$ cat config.mk
export PLATFORM = sky130hd
export DESIGN_NAME = decode
export DESIGN_NICKNAME = d
export VERILOG_FILES = /design/src/rtl/decode.sv
export SDC_FILE = /design/constraint.sdc
export NUM_CORES = 1
export LEC_CHECK = 0
export ABC_CLOCK_PERIOD_IN_PS = 4300
export CAP_MARGIN = 20
export CORE_ASPECT_RATIO = 1.25
export CORE_MARGIN = 10
export CORE_UTILIZATION = 67
export DETAILED_ROUTE_END_ITERATION = 8
export DONT_BUFFER_PORTS = 1
export PLACE_DENSITY = 0.91
export SLEW_MARGIN = 20
export SYNTH_ARGS = -nofsm -noshare
export SYNTH_HDL_FRONTEND = slang
export SYNTH_SLANG_ARGS = --single-unit
$ cat constraint.sdc
create_clock -name clk -period 4.3 [get_ports clk]
set_input_delay 0.215 -clock clk [delete_from_list [all_inputs] [get_ports clk]]
set_output_delay 0.215 -clock clk [all_outputs]
set_load 0.1 [all_outputs]
$ cat src/rtl/decode.sv
// ---------------------------------------------------------------------------
// decode -- RV32I instruction decode stage.
//
// Sits directly behind fetch. Accepts one (pc, insn) pair per valid/ready
// handshake, then extracts the register indices, function fields and the
// sign-extended immediate. The result is held in a one-entry output register.
// That register stalls under back-pressure and clears on flush.
//
// Optional feature macro: DECODE_ILLEGAL_EN
//   defined     : the opcode is checked against the RV32I base set, and
//                 illegal_o is registered together with the instruction.
//   not defined : the check logic is absent and illegal_o is tied to 0.
//                 Unknown opcodes still produce imm_o = 0.
//
// Ports
//   clk, rst             clock, asynchronous active-high reset
//   insn_valid_i/ready_o handshake with fetch
//   pc_i, insn_i         offered PC and instruction word
//   flush_i              discard held and offered instruction (redirect)
//   out_valid_o/ready_i  handshake with register-read/execute
//   pc_o, insn_o         registered PC and raw instruction
//   opcode_o, rd_o, rs1_o, rs2_o, funct3_o, funct7_o
//                        raw instruction slices
//   imm_o                sign-extended immediate (format chosen by opcode)
//   illegal_o            opcode is not RV32I
// ---------------------------------------------------------------------------
module decode #(
  parameter int AWIDTH = 32,
  parameter int DWIDTH = 32
) (
  input  logic              clk,
  input  logic              rst,
  input  logic              insn_valid_i,
  output logic              insn_ready_o,
  input  logic [AWIDTH-1:0] pc_i,
  input  logic [DWIDTH-1:0] insn_i,
  input  logic              flush_i,
  output logic              out_valid_o,
  input  logic              out_ready_i,
  output logic [AWIDTH-1:0] pc_o,
  output logic [DWIDTH-1:0] insn_o,
  output logic [6:0]        opcode_o,
  output logic [4:0]        rd_o,
  output logic [4:0]        rs1_o,
  output logic [4:0]        rs2_o,
  output logic [2:0]        funct3_o,
  output logic [6:0]        funct7_o,
  output logic [DWIDTH-1:0] imm_o,
  output logic              illegal_o
);

  localparam logic [6:0] OP_LOAD     = 7'h03;
  localparam logic [6:0] OP_MISC_MEM = 7'h0F;
  localparam logic [6:0] OP_IMM      = 7'h13;
  localparam logic [6:0] OP_AUIPC    = 7'h17;
  localparam logic [6:0] OP_STORE    = 7'h23;
  localparam logic [6:0] OP_REG      = 7'h33;
  localparam logic [6:0] OP_LUI      = 7'h37;
  localparam logic [6:0] OP_BRANCH   = 7'h63;
  localparam logic [6:0] OP_JALR     = 7'h67;
  localparam logic [6:0] OP_JAL      = 7'h6F;
  localparam logic [6:0] OP_SYSTEM   = 7'h73;

  // Immediate assembly by instruction format. R-type, FENCE and unknown
  // opcodes carry no immediate.
  function automatic logic [DWIDTH-1:0] imm_gen(input logic [DWIDTH-1:0] insn);
    case (insn[6:0])
      OP_LOAD, OP_IMM, OP_JALR, OP_SYSTEM:
        imm_gen = {{(DWIDTH-12){insn[31]}}, insn[31:20]};
      OP_STORE:
        imm_gen = {{(DWIDTH-12){insn[31]}}, insn[31:25], insn[11:7]};
      OP_BRANCH:
        imm_gen = {{(DWIDTH-13){insn[31]}}, insn[31], insn[7], insn[30:25],
                   insn[11:8], 1'b0};
      OP_LUI, OP_AUIPC:
        imm_gen = {insn[DWIDTH-1:12], 12'b0};
      OP_JAL:
        imm_gen = {{(DWIDTH-21){insn[31]}}, insn[31], insn[19:12], insn[20],
                   insn[30:21], 1'b0};
      default:
        imm_gen = '0;
    endcase
  endfunction

  logic              valid_q, valid_d;
  logic [AWIDTH-1:0] pc_q, pc_d;
  logic [DWIDTH-1:0] insn_q, insn_d;
  logic [DWIDTH-1:0] imm_q, imm_d;
  logic              capture;

  // The output register is free when it is empty, when its contents leave
  // this cycle, or when a flush discards them.
  assign insn_ready_o = flush_i | ~valid_q | out_ready_i;
  assign capture      = insn_valid_i & insn_ready_o & ~flush_i;

  always_comb begin
    valid_d = valid_q;
    pc_d    = pc_q;
    insn_d  = insn_q;
    imm_d   = imm_q;
    if (flush_i) begin
      valid_d = 1'b0;
    end else if (capture) begin
      valid_d = 1'b1;
      pc_d    = pc_i;
      insn_d  = insn_i;
      imm_d   = imm_gen(insn_i);
    end else if (out_ready_i) begin
      // Consumed with nothing new behind it; the field registers keep
      // their last value.
      valid_d = 1'b0;
    end
  end

  always_ff @(posedge clk or posedge rst) begin
    if (rst) begin
      valid_q <= 1'b0;
      pc_q    <= '0;
      insn_q  <= '0;
      imm_q   <= '0;
    end else begin
      valid_q <= valid_d;
      pc_q    <= pc_d;
      insn_q  <= insn_d;
      imm_q   <= imm_d;
    end
  end

`ifdef DECODE_ILLEGAL_EN
  function automatic logic is_illegal(input logic [6:0] op);
    case (op)
      OP_LOAD, OP_MISC_MEM, OP_IMM, OP_AUIPC, OP_STORE, OP_REG, OP_LUI,
      OP_BRANCH, OP_JALR, OP_JAL, OP_SYSTEM:
        is_illegal = 1'b0;
      default:
        is_illegal = 1'b1;
    endcase
  endfunction

  logic illegal_q, illegal_d;

  always_comb begin
    illegal_d = illegal_q;
    if (capture) begin
      illegal_d = is_illegal(insn_i[6:0]);
    end
  end

  always_ff @(posedge clk or posedge rst) begin
    if (rst) begin
      illegal_q <= 1'b0;
    end else begin
      illegal_q <= illegal_d;
    end
  end

  assign illegal_o = illegal_q;
`else
  assign illegal_o = 1'b0;
`endif

  // Field outputs are raw slices of the registered instruction word, so
  // they load, hold and reset together with insn_q.
  assign out_valid_o = valid_q;
  assign pc_o        = pc_q;
  assign insn_o      = insn_q;
  assign imm_o       = imm_q;
  assign opcode_o    = insn_q[6:0];
  assign rd_o        = insn_q[11:7];
  assign rs1_o       = insn_q[19:15];
  assign rs2_o       = insn_q[24:20];
  assign funct3_o    = insn_q[14:12];
  assign funct7_o    = insn_q[31:25];

endmodule

======== Yosys cells after proc, flatten, opt, wreduce, memory -nomap -nowiden ========
Index checks and enable logic that the tools add are counted.
cells by class
  multiplexer cells ....................... 4
  reduce and logical (&&, ||, !) cells .... 4
  equal/unequal tests ..................... 9
  bitwise logic cells ..................... 6
operators with widths
  cell                                                              number
  32-bit case mux with 5 select lines                               1
  7-bit == test (second input constant)                             4
  7-bit by 5-bit == test with 1-bit output (second input constant)  2
  7-bit by 6-bit == test with 1-bit output (second input constant)  2
  7-bit by 2-bit == test with 1-bit output (second input constant)  1
  4-bit OR reduction                                                1
  1-bit two-way mux                                                 3
  3-bit nonzero test                                                1
  1-bit AND                                                         2
  1-bit NOT                                                         2
  1-bit bitwise OR                                                  2
  2-bit AND reduction                                               1
  2-bit OR reduction                                                1
storage, ports and cells
  logic and storage cells ................. 27
  register bits ........................... 97

======== Logic depth before layout (Yosys ltp) ========
  depth in word-level cells ............... 7
  mapped depth ............................ 7
  depth with buffers taken out ............ 4

======== Worst setup path before layout ========
OpenSTA, ideal clock, no wires.
  path kind ............................... register -> register
  from .................................... reg valid_q (netlist: out_valid_o)
  to ...................................... reg imm_q[24] (netlist: imm_o[24])
  path buffers ............................ 2
  period minus slack after synthesis ...... 2.031 ns
  arrival time ............................ 1.907 ns
  setup slack ............................. 2.269 ns
  stages on the path, launching flop included .. 7
  cell sequence ........................... dfrtp_1 nand2b_1 and2_1 buf_2 buf_2 and3_1 a211o_1
on the way
  word-level cells in the longest chain between the ends .. 6
RTL lines
  what                                  RTL line  RTL
  start, declared                       85        logic valid_q, valid_d;
  start signal, assigned                122       valid_q <= valid_d;
  1-bit NOT                             93        assign insn_ready_o = flush_i | ~valid_q | out_ready_i;
  1-bit bitwise OR (2 in a row)         93
  1-bit AND (2 in a row)                94        assign capture = insn_valid_i & insn_ready_o & ~flush_i;
  2-bit AND reduction (no source line)  -
  end signal, assigned                  125       imm_q <= imm_d;
  end, declared                         88        logic [DWIDTH-1:0] imm_q, imm_d;
Every way passes these cells.
A chain may end at the register's enable or synchronous reset.

======== Worst setup path in the final report ========
  from .................................... reg valid_q (netlist: out_valid_o)
  to ...................................... reg imm_q[19] (netlist: imm_o[19])
Same word-level chain as after synthesis.

==> flow_metrics.env <==
export IMPL_die_w_um=91.10
export IMPL_fmax_mhz=403.1
export IMPL_top_level_ports=200
export IMPL_synth_distinct_cells=37
export IMPL_start_kind="register"
export IMPL_cap_violations=0
export IMPL_cts_repair_resized=0
export IMPL_power_uw=3045
export IMPL_criticalPathCategory="register to register"
export IMPL_hpwl_um=7775
export IMPL_cts_buffers_inserted=9
export IMPL_postRouteAntennaNets=0
export IMPL_vdd_drop_max_mv=0.4478
export IMPL_seq_area_frac_synth_pct=57.33
export IMPL_timing_final_crit_period_ps=2481
export IMPL_antenna_found_initial=0
export IMPL_cts_tree="built"
export IMPL_tightest_slew_ps=985.2
export IMPL_post_route_period_util_pct=57.69
export IMPL_holdBufCountCts=60
export IMPL_layout_commonest_cell="nand2_1"
export IMPL_wire_per_inst_um=21.39
export IMPL_syn_area_per_cell_um2=9.185
export IMPL_synth_seq_cells=97
export IMPL_routabilityCongestion=0.8292
export IMPL_timing_setup_tns_ps=0
export IMPL_start_util_pct=68.67
export IMPL_cts_setup_buffers=0
export IMPL_hp_class="primary input to register"
export IMPL_ys_warn_count=0
export IMPL_final_max_slew_viol_count=0
export IMPL_slew_headroom_pct=34.32
export IMPL_die_area_um2=9919
export IMPL_status="completed"
export IMPL_area_delta_synth_final_pct=13.74
export IMPL_core_um2=6166
export IMPL_grt_pass1_wl_um=18780
export IMPL_crit_path_cell_trace="buf_4 > nand2b_1 > nand2_2 > a41oi_1 > a21oi_1"
export IMPL_syn_num_nets=530
export IMPL_async_flop_share_pct=100.0
export IMPL_globalRouteOverflowTotal=0
export IMPL_nets=547
export IMPL_synthesis_area_um2=4234
export IMPL_root_buffer="clkbuf_8"
export IMPL_cts_num_sinks=97
export IMPL_grt_pass1_vias=3469
export IMPL_crit_path_end_kind="register"
export IMPL_worstSkewPairLatency_ps=360
export IMPL_grt_max_degree=58
export IMPL_vias=3351
export IMPL_slowest_delay_ps=780
export IMPL_crit_path_top_delay_cell="a41oi_1"
export IMPL_crit_buf_inv=1
export IMPL_vias_per_cell=5.889
export IMPL_placementRows=32
export IMPL_htree_levels=3
export IMPL_synthFlopType="dfrtp_1"
export IMPL_port_buffers=0
export IMPL_path_max_fanout=52
export IMPL_cp_arrival_ps=2680
export IMPL_drive_gt1_share_pct=12.22
export IMPL_required_ps=4490
export IMPL_power_density_nw_per_um2=632.3
export IMPL_finalHoldViolCount=0
export IMPL_synthCells=461
export IMPL_firstDrtPassIters=5
export IMPL_first_iter_violations=238
export IMPL_drc=0
export IMPL_track_usage_pct=23.99
export IMPL_drt_wl_total_um=12170
export IMPL_rsz0062_at_grt="no"
export IMPL_clk_pin_slew_ps=90
export IMPL_finalSetupViolations=0
export IMPL_die_h_um=108.9
export IMPL_synth_edf_count=0
export IMPL_finClkSkew_ps=8.766
export IMPL_leakage_uw=0.002442
export IMPL_cts_path_max_buffers=2
export IMPL_final_cell_mix="202 x nand2_1, 65 x dfrtp_1, 61 x dlygate4sd3_1"
export IMPL_crit_family="compound AO/OA/AOI/OAI gates"
==> report_power, final <==
part / internal, uW / leakage, uW / switching, uW
Combinational: 97.6 / 0.00117 / 141
Sequential: 1000 / 0.00119 / 1280
Clock: 227 / 0.0000826 / 301
Total: 1330 / 0.00244 / 1720
==> cells in the mapped netlist (all sizes together), types with 2 or more instances <==
cell type,count,area [um^2]
or2,2,12.51
and3b,2,17.52
and4,2,20.02
and3,12,75.07
a31oi,2,12.51
inv,2,7.510
nand2b,2,12.51
o21ai,17,85.08
a21oi,12,63.81
nor2,9,33.78
nand4,2,12.51
o211ai,5,37.54
nand2,203,762.0
buf,51,357.8
dfrtp,97,2427
a211o,11,96.34
clkbuf,8,30.03
nand3,8,40.04
==> per-stage QoR <==
| stage | utilization [%] | cells | cell area (um^2) | worst slack, ps | hold WS, ps |
|---|---|---|---|---|---|
| floorplan | - | 461 | 4234 | 1551 | 320.4 |
| global placement | 65.34 | 491 | 4029 | 1994 | 142.7 |
| detailed placement | 65.34 | 491 | 4029 | 1858 | 147.8 |
| CTS | 77.90 | 567 | 4803 | 1863 | 0.05787 |
| global route | 78.06 | 568 | 4813 | 1669 | 3.951 |
| finish | 78.10 | 569 | 4816 | 1819 | 12.03 |
==> routing by layer <==
layer / vias up / track usage, % / part of all wire, %
met5: - / 0 / 0
met4: 0 / 8.744 / 2.2
met3: 29 / 10.59 / 12
met2: 226 / 42.78 / 52
met1: 1614 / 24.57 / 33
li1: 1482 / - / -
==> flip-flops by register name (all words and copies together) (netlist names) <==
register / count
imm_o: 32
insn_o: 32
out_valid_o: 1
pc_o: 32
==> layout make-up <==
type | count | area (um^2)
Clock inverter | 4 | 28.78
Clock buffer | 12 | 145.1
Inverter | 2 | 10.01
Multi-Input combinational cell | 303 | 1415
Tap cell | 85 | 106.4
Antenna cell | 1 | 2.502
Timing Repair Buffer | 65 | 640.6
Fill cell | 370 | 1350
Sequential cell | 97 | 2467
==> cells by family after synthesis <==
| family | synth area share, % |
|---|---|
| and+or+nand+nor | 24.82 |
| DFF | 57.33 |
| buffers and inverters | 9.338 |
| AOI/OAI and AO/OA | 8.422 |
| other | 0.08857 |
==> path summary, 6_finish.rpt <==
path,startpoint,to,slack [ps],cells after the start
worst max-delay path,out_valid_o,imm_o[19],1820,5
worst max register to register,out_valid_o,imm_o[19],1820,5
min in group asynchronous,rst,imm_o[24],370,2
worst min-delay path,insn_i[15],imm_o[15],10,2
max in group asynchronous,rst,insn_o[16],2810,3
worst min register to register,pc_o[16],pc_o[16],1000,2
Power figures use the tool's default switching activity.
